### src/rtl/visitor_pkg.sv
// rtl/visitor_pkg.sv - shared state and sensor-code definitions for the visitor counter
package visitor_pkg;

    typedef enum logic [2:0] {
        IDLE     = 3'd0,
        EN1      = 3'd1,
        EN2      = 3'd2,
        EN3      = 3'd3,
        EX1      = 3'd4,
        EX2      = 3'd5,
        EX3      = 3'd6,
        WAIT_CLR = 3'd7
    } state_t;

    // Sensor code is {a, b}
    localparam logic [1:0] S_NONE = 2'b00;
    localparam logic [1:0] S_A    = 2'b10;
    localparam logic [1:0] S_B    = 2'b01;
    localparam logic [1:0] S_AB   = 2'b11;

endpackage

### src/rtl/half_subtractor.sv
// rtl/half_subtractor.sv - one-bit half subtractor cell, d = a - b with borrow out
module half_subtractor (
    input  logic a,
    input  logic b,
    output logic d,
    output logic bout
);

    assign d    = a ^ b;
    assign bout = ~a & b;

endmodule

### src/rtl/vc_sensor_filter.sv
// rtl/vc_sensor_filter.sv - two-flop synchroniser plus debounce for one beam sensor
module vc_sensor_filter #(
    parameter int DEBOUNCE_CYC = 4
) (
    input  logic clk,
    input  logic rst,
    input  logic din,
    output logic dout
);

    localparam int CW = (DEBOUNCE_CYC < 2) ? 1 : $clog2(DEBOUNCE_CYC);

    logic          sync1;
    logic          sync2;
    logic [CW-1:0] cnt;

    // cnt tracks how many consecutive synchronised samples disagree with dout
    always_ff @(posedge clk) begin
        if (rst) begin
            sync1 <= 1'b0;
            sync2 <= 1'b0;
            cnt   <= '0;
            dout  <= 1'b0;
        end else begin
            sync1 <= din;
            sync2 <= sync1;
            if (sync2 != dout) begin
                if (cnt == CW'(DEBOUNCE_CYC - 1)) begin
                    dout <= sync2;
                    cnt  <= '0;
                end else begin
                    cnt <= cnt + 1'b1;
                end
            end else begin
                cnt <= '0;
            end
        end
    end

endmodule

### src/rtl/visitor_count_ctrl.sv
// rtl/visitor_count_ctrl.sv - direction FSM, passage timeout and occupancy register
module visitor_count_ctrl
    import visitor_pkg::*;
#(
    parameter int WIDTH        = 8,
    parameter int MAX_COUNT    = 99,
    parameter int DEBOUNCE_CYC = 4,
    parameter int TIMEOUT_CYC  = 1000
) (
    input  logic             clk,
    input  logic             rst,
    input  logic             sensor_a,
    input  logic             sensor_b,
    output logic [WIDTH-1:0] count,
    output logic             full,
    output logic             empty,
    output logic             entry_p,
    output logic             exit_p,
    output logic             reject_p,
    output logic             abort_p
);

    localparam int TW = $clog2(TIMEOUT_CYC + 1);

    logic       a_db;
    logic       b_db;
    logic [1:0] code;

    state_t     state;
    state_t     state_nx;
    logic       req_entry_nx, req_exit_nx, req_abort_nx;
    logic       req_entry_q, req_exit_q, req_abort_q;
    logic [TW-1:0] tmr;
    logic       tmo;

    logic [WIDTH-1:0] dec;
    logic [WIDTH-1:0] borrow;
    logic             dec_ok;

    vc_sensor_filter #(.DEBOUNCE_CYC(DEBOUNCE_CYC)) u_filt_a (
        .clk (clk),
        .rst (rst),
        .din (sensor_a),
        .dout(a_db)
    );

    vc_sensor_filter #(.DEBOUNCE_CYC(DEBOUNCE_CYC)) u_filt_b (
        .clk (clk),
        .rst (rst),
        .din (sensor_b),
        .dout(b_db)
    );

    assign code = {a_db, b_db};
    assign tmo  = (tmr == TW'(TIMEOUT_CYC - 1));

    always_comb begin
        state_nx     = state;
        req_entry_nx = 1'b0;
        req_exit_nx  = 1'b0;
        req_abort_nx = 1'b0;
        case (state)
            IDLE: case (code)
                S_A:     state_nx = EN1;
                S_B:     state_nx = EX1;
                S_AB:    begin state_nx = WAIT_CLR; req_abort_nx = 1'b1; end
                default: ;
            endcase
            EN1: case (code)
                S_AB:    state_nx = EN2;
                S_NONE:  begin state_nx = IDLE;     req_abort_nx = 1'b1; end
                S_B:     begin state_nx = WAIT_CLR; req_abort_nx = 1'b1; end
                default: ;
            endcase
            EN2: case (code)
                S_B:     state_nx = EN3;
                S_A:     state_nx = EN1;
                S_NONE:  begin state_nx = IDLE; req_abort_nx = 1'b1; end
                default: ;
            endcase
            EN3: case (code)
                S_NONE:  begin state_nx = IDLE;     req_entry_nx = 1'b1; end
                S_AB:    state_nx = EN2;
                S_A:     begin state_nx = WAIT_CLR; req_abort_nx = 1'b1; end
                default: ;
            endcase
            EX1: case (code)
                S_AB:    state_nx = EX2;
                S_NONE:  begin state_nx = IDLE;     req_abort_nx = 1'b1; end
                S_A:     begin state_nx = WAIT_CLR; req_abort_nx = 1'b1; end
                default: ;
            endcase
            EX2: case (code)
                S_A:     state_nx = EX3;
                S_B:     state_nx = EX1;
                S_NONE:  begin state_nx = IDLE; req_abort_nx = 1'b1; end
                default: ;
            endcase
            EX3: case (code)
                S_NONE:  begin state_nx = IDLE;     req_exit_nx = 1'b1; end
                S_AB:    state_nx = EX2;
                S_B:     begin state_nx = WAIT_CLR; req_abort_nx = 1'b1; end
                default: ;
            endcase
            WAIT_CLR: if (code == S_NONE) state_nx = IDLE;
            default:  state_nx = IDLE;
        endcase
        // A sensor-driven move wins over a timeout landing in the same cycle
        if (state_nx == state && state != IDLE && state != WAIT_CLR && tmo) begin
            state_nx     = WAIT_CLR;
            req_abort_nx = 1'b1;
        end
    end

    always_ff @(posedge clk) begin
        if (rst) begin
            state       <= IDLE;
            tmr         <= '0;
            req_entry_q <= 1'b0;
            req_exit_q  <= 1'b0;
            req_abort_q <= 1'b0;
        end else begin
            state       <= state_nx;
            req_entry_q <= req_entry_nx;
            req_exit_q  <= req_exit_nx;
            req_abort_q <= req_abort_nx;
            if (state_nx != state || state == IDLE || state == WAIT_CLR) begin
                tmr <= '0;
            end else begin
                tmr <= tmr + 1'b1;
            end
        end
    end

    // Borrow out of the top cell means count was zero, so the decrement is refused
    for (genvar gi = 0; gi < WIDTH; gi++) begin : g_dec
        if (gi == 0) begin : g_lsb
            half_subtractor u_hs (.a(count[0]), .b(1'b1), .d(dec[0]), .bout(borrow[0]));
        end else begin : g_bit
            half_subtractor u_hs (.a(count[gi]), .b(borrow[gi-1]), .d(dec[gi]), .bout(borrow[gi]));
        end
    end

    assign dec_ok = ~borrow[WIDTH-1];

    // Pulses all come one cycle after the FSM transition that requested them
    always_ff @(posedge clk) begin
        if (rst) begin
            count    <= '0;
            entry_p  <= 1'b0;
            exit_p   <= 1'b0;
            reject_p <= 1'b0;
            abort_p  <= 1'b0;
        end else begin
            entry_p  <= 1'b0;
            exit_p   <= 1'b0;
            reject_p <= 1'b0;
            abort_p  <= req_abort_q;
            if (req_entry_q) begin
                if (count < WIDTH'(MAX_COUNT)) begin
                    count   <= count + WIDTH'(1);
                    entry_p <= 1'b1;
                end else begin
                    reject_p <= 1'b1;
                end
            end else if (req_exit_q) begin
                if (dec_ok) begin
                    count  <= dec;
                    exit_p <= 1'b1;
                end else begin
                    reject_p <= 1'b1;
                end
            end
        end
    end

    assign full  = (count == WIDTH'(MAX_COUNT));
    assign empty = (count == '0);

endmodule
### config.mk
export PLATFORM = sky130hd
export DESIGN_NAME = visitor_count_ctrl
export DESIGN_NICKNAME = d
export VERILOG_FILES = /design/src/rtl/visitor_pkg.sv /design/src/rtl/half_subtractor.sv /design/src/rtl/vc_sensor_filter.sv /design/src/rtl/visitor_count_ctrl.sv
export SDC_FILE = /design/constraint.sdc
export NUM_CORES = 1
export LEC_CHECK = 0
export BUFFER_PORTS_ARGS = -buffer_cell sky130_fd_sc_hd__clkbuf_2
export CAP_MARGIN = 40
export CELL_PAD_IN_SITES_DETAIL_PLACEMENT = 2
export CELL_PAD_IN_SITES_GLOBAL_PLACEMENT = 2
export CORE_UTILIZATION = 35
export CTS_CLUSTER_DIAMETER = 150
export DETAILED_ROUTE_END_ITERATION = 12
export PLACE_DENSITY = 0.77
export SKIP_CTS_REPAIR_TIMING = 1
export SLEW_MARGIN = 10
export SYNTH_ARGS = -nofsm -noshare
export SYNTH_HDL_FRONTEND = slang
export SYNTH_HIERARCHICAL = 1
export SYNTH_SLANG_ARGS = --single-unit
### constraint.sdc
create_clock -name clk -period 4 [get_ports clk]
set_input_delay 1 -clock clk [delete_from_list [all_inputs] [get_ports clk]]
set_output_delay 1 -clock clk [all_outputs]
set_load 0.01 [all_outputs]
==> results.sh <==
export IMPL_outcome="finished, final reports clean"
export IMPL_synth_adder_area_share=0.101
export IMPL_seq_area_frac_synth=0.306
export IMPL_antenna_found_initial=0
export IMPL_drtIter0Drc=39
export IMPL_cts_made_buffers=5
export IMPL_fin_skew_ns=0.00763
export IMPL_ant_nets=0
export IMPL_crit_path_max_incr_delay_ns=0.50
export IMPL_reg2reg_depth=13
export IMPL_avgSynthCellArea_sq_um=8.48
export IMPL_required_ns=4.20
export IMPL_die_y_microns=86.2
export IMPL_maxSlewViolCount=0
export IMPL_cp_end_kind="flip-flop"
export IMPL_setup_slack_ns=0.890
export IMPL_rrSetupSlack_ns=0.89
export IMPL_rows=30
export IMPL_finalSetupViolCount=0
export IMPL_insertion_delay_ns=0.29
export IMPL_ys_seq_elements=38
export IMPL_r2r_end="count[0]$_SDFFE_PP0P_"
export IMPL_layout_drive_gt1_share=0.127
export IMPL_finalSetupTns_ns=0
export IMPL_pre_cts_slack_ns=0.865
export IMPL_finalNonFillerCells=402
export IMPL_routed_via_count=2147
export IMPL_die_area_sq_um=7440
export IMPL_grt_pass1_wl_mm=11.2
export IMPL_num_antenna_cells=0
export IMPL_power_leakage_nw=0.983
export IMPL_syn_num_nets=317
export IMPL_critPathSlowestCell="a22o_1"
export IMPL_synth_cell_types=61
export IMPL_area_growth_pct=11.6
export IMPL_num_io_pins=18
export IMPL_first_pass_iters=4
export IMPL_ir_drop_uv=158
export IMPL_crit_path_cell_trace="inv_1 > ha_1 > ha_1 > ha_1 > ha_1 > ha_1 > ha_1 > ha_1 > ha_1 > nor2_1 > a22o_1 > o21ai_0 > a221oi_1"
export IMPL_hpwl_mm=4.76
export IMPL_synth_compound_area_frac=0.227
export IMPL_dp_cells=394
export IMPL_power_density_nw_per_um2=409
export IMPL_synth_simple_area_share=0.229
export IMPL_finalCritPeriodShare=0.778
export IMPL_cp_startpoint="count[0]$_SDFFE_PP0P_"
export IMPL_critPathKind="reg2reg"
export IMPL_ctsRootBufferMaster="clkbuf_8"
export IMPL_synth_top_family_by_area="simple AND/OR/NAND/NOR gates"
export IMPL_final_cell_area_sq_um=2770
export IMPL_port_buffers=17
export IMPL_drcViolationCount=0
export IMPL_synth_xor_area_share=0.0353
export IMPL_synth_edf_count=0
export IMPL_cts_tree="yes"
export IMPL_max_freq_mhz=321
export IMPL_fin_crit_ns=3.11
export IMPL_ys_flop_type="dfxtp_1"
export IMPL_gp_congestion=0.775
export IMPL_cts_sinks=38
export IMPL_whs_ns=0.442
export IMPL_r2r_start="count[0]$_SDFFE_PP0P_"
export IMPL_core_region_area_sq_um=6830
export IMPL_hp_class="reg2reg"
export IMPL_num_fill_cells=817
export IMPL_grt_remaining_overflow=0
export IMPL_cap_violations=0
export IMPL_cp_arrival_ns=3.31
export IMPL_final_common_cell="dfxtp_1"
export IMPL_drt_vias_per_instance=5.34
export IMPL_start_util=0.364
export IMPL_muxShareOfSynthArea=0.0307
export IMPL_crit_path_end="count[0]$_SDFFE_PP0P_"
export IMPL_layout_common_cells="38 x dfxtp_1, 28 x nor2_1, 27 x inv_1"
export IMPL_first_global_vias=2310
export IMPL_syn_area_sq_um=2480
export IMPL_htree_levels=2
export IMPL_ys_async_sr_fraction=0
export IMPL_yosysWarnings=6
export IMPL_power_total_mw=1.13
export IMPL_wire_per_inst_microns=16.4
export IMPL_final_util=0.406
export IMPL_grt_max_degree=29
export IMPL_hold_violations=0
export IMPL_synth_cells=293
export IMPL_slew_headroom=0.475
export IMPL_cpMostUsedCell="ha_1"
export IMPL_wl_mm=6.58
export IMPL_rsz0062_at_grt="no"
export IMPL_start_kind="flip-flop"
export IMPL_worstMarginPinSlew_ns=0.786
export IMPL_nets=329
export IMPL_die_w_microns=86.2
export IMPL_placed_area_sq_um=2630
export IMPL_clk_pin_slew_worst_paths_ns=0.08
export IMPL_cts_buffer_depth=2
export IMPL_cp_max_fo=16
export IMPL_grt_usage=0.192
## synthesized netlist by cell type (all sizes together), types with 3 or more instances
| library cell | count | area [sq um] |
|---|---|---|
| o31ai | 4 | 43.8 |
| nor4b | 4 | 47.6 |
| and3 | 4 | 25.0 |
| inv | 27 | 101 |
| xor2 | 4 | 35.0 |
| dfxtp | 38 | 761 |
| xnor2 | 6 | 52.6 |
| a21oi | 16 | 80.1 |
| a22oi | 3 | 22.5 |
| mux2i | 5 | 53.8 |
| nor3 | 5 | 25.0 |
| or4 | 3 | 22.5 |
| nand3 | 7 | 35.0 |
| clkbuf | 8 | 30.0 |
| o21ai | 13 | 65.1 |
| buf | 5 | 36.3 |
| nor2b | 8 | 50.1 |
| nand2b | 7 | 43.8 |
| a31oi | 3 | 18.8 |
| ha | 20 | 250 |
| a211oi | 15 | 113 |
| nor2 | 29 | 116 |
| o22ai | 3 | 18.8 |
| and2 | 3 | 18.8 |
| nand2 | 15 | 56.3 |
| or3 | 4 | 30.0 |
## report_power, final
part | leakage, nW | switching (mW) | internal [mW]
combinational | 0.604 | 0.166 | 0.117
clock | 0.0714 | 0.139 | 0.266
sequential | 0.308 | 0.0470 | 0.399
total | 0.983 | 0.352 | 0.782
## logic make-up (layout without fill, tap and decap cells)
logic type                 count (synthesis)  after routing
xor gates and xnor gates                  10             10
buffers and inverters                     41             54
and+or+nand+nor                          102            102
adders and majority gates                 20             20
DFF                                       38             38
muxes                                      6              6
AOI/OAI and AO/OA                         75             75
other                                      1              1
## metal layers
layer | part of all wire | GRT usage | vias up
met5 | 0 | 0 | -
met4 | 0.0099 | 0.0485 | 0
met3 | 0.016 | 0.0295 | 7
met2 | 0.53 | 0.361 | 17
met1 | 0.45 | 0.225 | 1055
li1 | - | - | 1068
## critical path: cells and delay by family, from the launching register on
| kind | cells | cell delay (ns) |
|---|---|---|
| AO/OA/AOI/OAI | 3 | 0.97 |
| adder cells (fa/ha/maj) | 8 | 1.47 |
| buffers and inverters | 1 | 0.06 |
| flip-flops | 1 | 0.39 |
| AND/OR/NAND/NOR | 1 | 0.14 |
## worst min path at each step
stage / start / to / slack, ns / depth (start not counted)
after floorplan: u_filt_a/cnt[0]$_SDFF_PP0_ / u_filt_a/cnt[0]$_SDFF_PP0_ / 0.40 / 1
after global placement: u_filt_a/sync1$_SDFF_PP0_ / u_filt_a/sync2$_SDFF_PP0_ / 0.42 / 1
after detailed placement: u_filt_b/cnt[0]$_SDFF_PP0_ / u_filt_b/cnt[0]$_SDFF_PP0_ / 0.43 / 1
after CTS: u_filt_b/cnt[0]$_SDFF_PP0_ / u_filt_b/cnt[0]$_SDFF_PP0_ / 0.44 / 1
after global routing: u_filt_a/cnt[0]$_SDFF_PP0_ / u_filt_a/cnt[0]$_SDFF_PP0_ / 0.47 / 1
final: u_filt_a/cnt[0]$_SDFF_PP0_ / u_filt_a/cnt[0]$_SDFF_PP0_ / 0.44 / 1
## sequential cells by signal, summed over array words and instances, names as in the netlist, 2 cells and up
register      cells
state             3
count             8
u_filt_a/cnt      2
u_filt_b/cnt      2
tmr              10
## final cells by class
cell class | count | area, sq um | area share
multi-input cells | 214 | 1550 | 0.560
flip-flops and latches | 38 | 761 | 0.274
well taps | 96 | 120 | 0.0433
inverters | 28 | 105 | 0.0379
repair buffers | 18 | 92.6 | 0.0334
clock buffers | 6 | 82.6 | 0.0298
clock inverters | 2 | 60.1 | 0.0217
No activity file was read; power rests on OpenSTA's default activity.
